--- config.mk ---
export PLATFORM = sky130hd
export DESIGN_NAME = l1c_mem_arbiter
export DESIGN_NICKNAME = d
export VERILOG_FILES = /design/src/rtl/l1c_mem_arbiter.sv
export SDC_FILE = /design/constraint.sdc
export NUM_CORES = 1
export LEC_CHECK = 0
export ABC_CLOCK_PERIOD_IN_PS = 5700
export CAP_MARGIN = 25
export CORE_AREA = 10 10 123 125
export CTS_CLUSTER_SIZE = 28
export DETAILED_ROUTE_END_ITERATION = 6
export DIE_AREA = 0 0 133 135
export PLACE_DENSITY = 0.83
export SLEW_MARGIN = 20
export SYNTH_ARGS = -nofsm -noshare
export SYNTH_HDL_FRONTEND = slang
export SYNTH_SLANG_ARGS = --single-unit
--- constraint.sdc ---
create_clock -name clk -period 5.7 [get_ports clk]
set_input_delay 1.14 -clock clk [delete_from_list [all_inputs] [get_ports clk]]
set_output_delay 1.14 -clock clk [all_outputs]
set_load 0.005 [all_outputs]
--- src/rtl/l1c_mem_arbiter.sv ---
// Shares one CPU-wrapper memory port between the L1 I-cache and D-cache.
// Grants are held for a whole transaction and alternate round-robin on ties.
module l1c_mem_arbiter #(
   parameter int unsigned DATA_BITS = 32,
   parameter int unsigned TYPE_BITS = 3,
   parameter int unsigned BURST_LEN = 4,
   parameter int unsigned CNT_BITS  = 16
) (
   input  logic                 clk,
   input  logic                 rst,
   input  logic                 I_req,
   input  logic                 I_write,
   input  logic [DATA_BITS-1:0] I_addr,
   input  logic [DATA_BITS-1:0] I_in,
   input  logic [TYPE_BITS-1:0] I_type,
   output logic [DATA_BITS-1:0] I_out,
   output logic                 I_wait,
   input  logic                 D_req,
   input  logic                 D_write,
   input  logic [DATA_BITS-1:0] D_addr,
   input  logic [DATA_BITS-1:0] D_in,
   input  logic [TYPE_BITS-1:0] D_type,
   output logic [DATA_BITS-1:0] D_out,
   output logic                 D_wait,
   output logic                 M_req,
   output logic                 M_write,
   output logic [DATA_BITS-1:0] M_addr,
   output logic [DATA_BITS-1:0] M_in,
   output logic [TYPE_BITS-1:0] M_type,
   input  logic [DATA_BITS-1:0] M_out,
   input  logic                 M_wait,
   output logic [1:0]           grant,
   output logic [CNT_BITS-1:0]  cnt_i_grants,
   output logic [CNT_BITS-1:0]  cnt_d_grants
);

   localparam int unsigned BEAT_BITS = $clog2(BURST_LEN) + 1;

   typedef enum logic [1:0] {
      IDLE    = 2'd0,
      GRANT_I = 2'd1,
      GRANT_D = 2'd2
   } state_t;

   state_t               state;
   state_t               state_nxt;
   logic                 last_d;
   logic                 wr_lat;
   logic [BEAT_BITS-1:0] beat;
   logic                 txn_done;

   // Final beat: one beat for a write, a full line refill otherwise.
   assign txn_done = (state != IDLE) && !M_wait &&
                     (wr_lat || (beat == BEAT_BITS'(BURST_LEN - 1)));

   always_ff @(posedge clk or posedge rst) begin
      if (rst) state <= IDLE;
      else     state <= state_nxt;
   end

   always_comb begin
      state_nxt = state;
      case (state)
         IDLE: begin
            if (I_req && D_req) state_nxt = last_d ? GRANT_I : GRANT_D;
            else if (D_req)     state_nxt = GRANT_D;
            else if (I_req)     state_nxt = GRANT_I;
         end
         GRANT_I, GRANT_D: begin
            if (txn_done) state_nxt = IDLE;
         end
         default: state_nxt = IDLE;
      endcase
   end

   // Transaction bookkeeping; last_d=0 after reset so D wins the first tie.
   always_ff @(posedge clk or posedge rst) begin
      if (rst) begin
         last_d       <= 1'b0;
         wr_lat       <= 1'b0;
         beat         <= '0;
         cnt_i_grants <= '0;
         cnt_d_grants <= '0;
      end else if (state == IDLE) begin
         beat <= '0;
         if (state_nxt == GRANT_I)      wr_lat <= I_write;
         else if (state_nxt == GRANT_D) wr_lat <= D_write;
      end else begin
         if (!M_wait) beat <= beat + BEAT_BITS'(1);
         if (txn_done) begin
            last_d <= (state == GRANT_D);
            if (state == GRANT_D) cnt_d_grants <= cnt_d_grants + CNT_BITS'(1);
            else                  cnt_i_grants <= cnt_i_grants + CNT_BITS'(1);
         end
      end
   end

   always_comb begin
      M_req   = 1'b0;
      M_write = 1'b0;
      M_addr  = '0;
      M_in    = '0;
      M_type  = '0;
      I_out   = '0;
      D_out   = '0;
      I_wait  = I_req;
      D_wait  = D_req;
      grant   = 2'b00;
      case (state)
         GRANT_I: begin
            M_req   = I_req;
            M_write = I_write;
            M_addr  = I_addr;
            M_in    = I_in;
            M_type  = I_type;
            I_out   = M_out;
            I_wait  = M_wait;
            grant   = 2'b01;
         end
         GRANT_D: begin
            M_req   = D_req;
            M_write = D_write;
            M_addr  = D_addr;
            M_in    = D_in;
            M_type  = D_type;
            D_out   = M_out;
            D_wait  = M_wait;
            grant   = 2'b10;
         end
         default: ;
      endcase
   end

endmodule

==> results.toml <==
[run_status]
outcome = "finished clean"

[timing]
slew_headroom_pct = 49.0
fmax_ghz = 0.243
setup_ws_ps = 1580
slew_viol_final = 0
setup_tns_ps = 0
period_share_pct = 72.3
worst_pin_slew_ps = 765
timing.hold.ws_ps = 473
fin_crit_ps = 4120
setup_violations = 0
rsz0062_at_grt = "false"
hold_viol = 0
skew_ps = 4.56

[cts]
cts-resized-gates = 0
cts_buffer_depth = 2
clock_sinks = 39
tritoncts = "done"
clkTransAtPathRegs_ps = 60
numCtsBuffers = 5
cts_htree_levels = 2
clock_latency_ps = 280
holdBufCountCts = 0
post-cts-setup-buffers = 0
cts_root_buf = "clkbuf_16"

[floorplan]
die_y_um = 135
coreArea_um2 = 12600
ios = 342
die_w_um = 133
die_area_um2 = 18000
start_util_pct = 27.3
rows = 41

[cells_and_area]
postLayoutCoreUtil_pct = 56.7
nets = 910
final_cells = 900
fillCellCount = 1107
layout-drive-gt1-share_pct = 3.16
syn_to_final_growth_pct = 107
final_area_um2 = 7120

[power]
switchingPower_mw = 0.933
p_per_area_nw_per_um2 = 340
intPower_mw = 1.49
seq_power_share_pct = 15.6
swShare_pct = 38.5
p_clk_share_pct = 11.1
p_leak_nw = 2.73
power.total_mw = 2.42
ir_worst_vdd_v = 0.000281
combPwrFrac_pct = 73.3

[placement]
placed_area_um2 = 6980
place_inst = 891
pre_cts_ws_ps = 1810
gp_congestion = 0.881
port_buffers = 341
post-dp-hpwl_um = 16500

[hold_path]
hold_class = "reg -> reg"
holdPathStages = 1

[routing]
route.met3.wl_um = 2240
topRoutingLayerUsed = "met5"
vias_per_cell = 4.82
wl_met2_um = 9650
drt_iter0_drc = 233
routed_wl_um = 19300
num_vias = 4335
drcViolationCount = 0
wl_met1_um = 7070
drt_pass1_iterations = 4
ant_nets = 0
wl_per_cell_um = 21.4

[synth]
synth_area_um2 = 3440
ys_ff_latch = 39
syn_area_per_cell_um2 = 8.42
synthCells = 408
synth_nets = 592
synth.distinct_cells = 37
yosysWarnings = 0
synth-seq-area-share_pct = 28.4

[setup_path]
worstRegToRegCells = 6
required_ps = 4560
crit_type = "reg -> out"
crit_fanout = 78
endpoint_kind = "output pin"
cp.arrival_ps = 2980
cp-start-kind = "flip-flop"

[flow_run]
drv_cap = 0

[global_route]
grt_pass1_wl_um = 27800
grt_max_degree = 79
antenna_found_initial = 5
grt_pass1_vias = 4436
grt_remaining_overflow = 0
track_usage_pct = 19.5
==> power groups by stage <==
stage,Combinational [mW],Sequential [mW],Clock (mW)
after floorplan,0.835,0.368,0
after global placement,1.76,0.376,0
after detailed placement,1.79,0.380,0
after CTS,1.80,0.379,0.274
after global routing,1.92,0.385,0.284
final,1.78,0.379,0.269
==> sequential cells by signal, indices dropped and copies added, names as in the netlist <==
| name | cells |
|---|---|
| last_d | 1 |
| cnt_i_grants | 16 |
| beat | 3 |
| cnt_d_grants | 16 |
| state | 2 |
| wr_lat | 1 |
==> cell usage after synthesis, drive strengths merged <==
master   instances  area, um2
inv              8       30.0
o21ai            3       15.0
and4b            1       11.3
xor2            17        149
nand3           10       50.1
nor2            16       67.6
or2              1       6.26
mux2i            2       20.0
nor4b            1       23.8
nor3             7       35.0
nand2           12       45.0
a21o             1       7.51
xnor2           14        123
a32oi            1       8.76
clkbuf          23       87.6
and2            65        407
nand2b           2       12.5
ha              11        138
nor4             1       21.3
nor2b           69        432
and4             1       8.76
nand4bb          1       11.3
buf             11       55.1
and3             5       31.3
mux2             3       33.8
nand4            9       77.6
a22o             1       8.76
a21oi            3       15.0
nor3b            1       12.5
dfrtp           39        976
a22oi           69        518
==> cells in the final DEF (no fill, tap or decap), types with 8 or more instances in the layout <==
cell type and n:
ha_1 9, and2_1 65, inv_1 8, nor2_1 15, xnor2_1 14, nand2_1 12
a22oi_1 69, clkdlybuf4s50_1 341, nor2b_1 69, dfrtp_1 39, nand3_1 10, xor2_1 17
==> kinds of logic (layout without fill, tap and decap cells) <==
logic type                 Yosys count  after routing  share of synthesized area [%]
AOI/OAI and AO/OA                   78             78                           16.7
muxes                                5              5                           1.57
and+or+nand+nor                    202            202                           36.4
DFF                                 39             39                           28.4
other                                0              1                              0
xor gates and xnor gates            31             31                           7.90
buffers and inverters               42            361                           5.02
adders and majority gates           11             11                           4.00
==> path summary, 6_finish.rpt <==
kind,from,end,slack (ps)
worst max-delay path,state[0],M_in[3],1580
worst min-delay path,cnt_i_grants[15],cnt_i_grants[15],470
worst max register to register,state[0],cnt_d_grants[9],3230
worst min register to register,cnt_i_grants[15],cnt_i_grants[15],470
max in group asynchronous,rst,cnt_d_grants[8],4070
min in group asynchronous,rst,cnt_d_grants[2],1290
==> metal layers <==
layer	GRT usage, %	vias to the layer above
met5	0	-
met2	34.6	227
met3	9.42	26
met1	20.5	2019
li1	-	2057
met4	4.03	6
==> layout make-up <==
class | instances | area, um2 | area share (%)
antenna | 1 | 2.50 | 0.0351
clock buffer | 6 | 129 | 1.81
clock inverter | 2 | 12.5 | 0.176
inverter | 8 | 30.0 | 0.421
multi-input combinational | 327 | 2300 | 32.3
sequential | 39 | 976 | 13.7
tap | 172 | 215 | 3.02
timing repair buffer | 345 | 3460 | 48.5
==> worst max-delay path, cell delays in order (launching register included) <==
cell and delay (ps):
dfrtp_1 460, inv_1 180, ha_4 650, buf_4 440, a22oi_1 160, nor2b_1 170
clkdlybuf4s50_1 600
(Power assumes the default switching activity.)
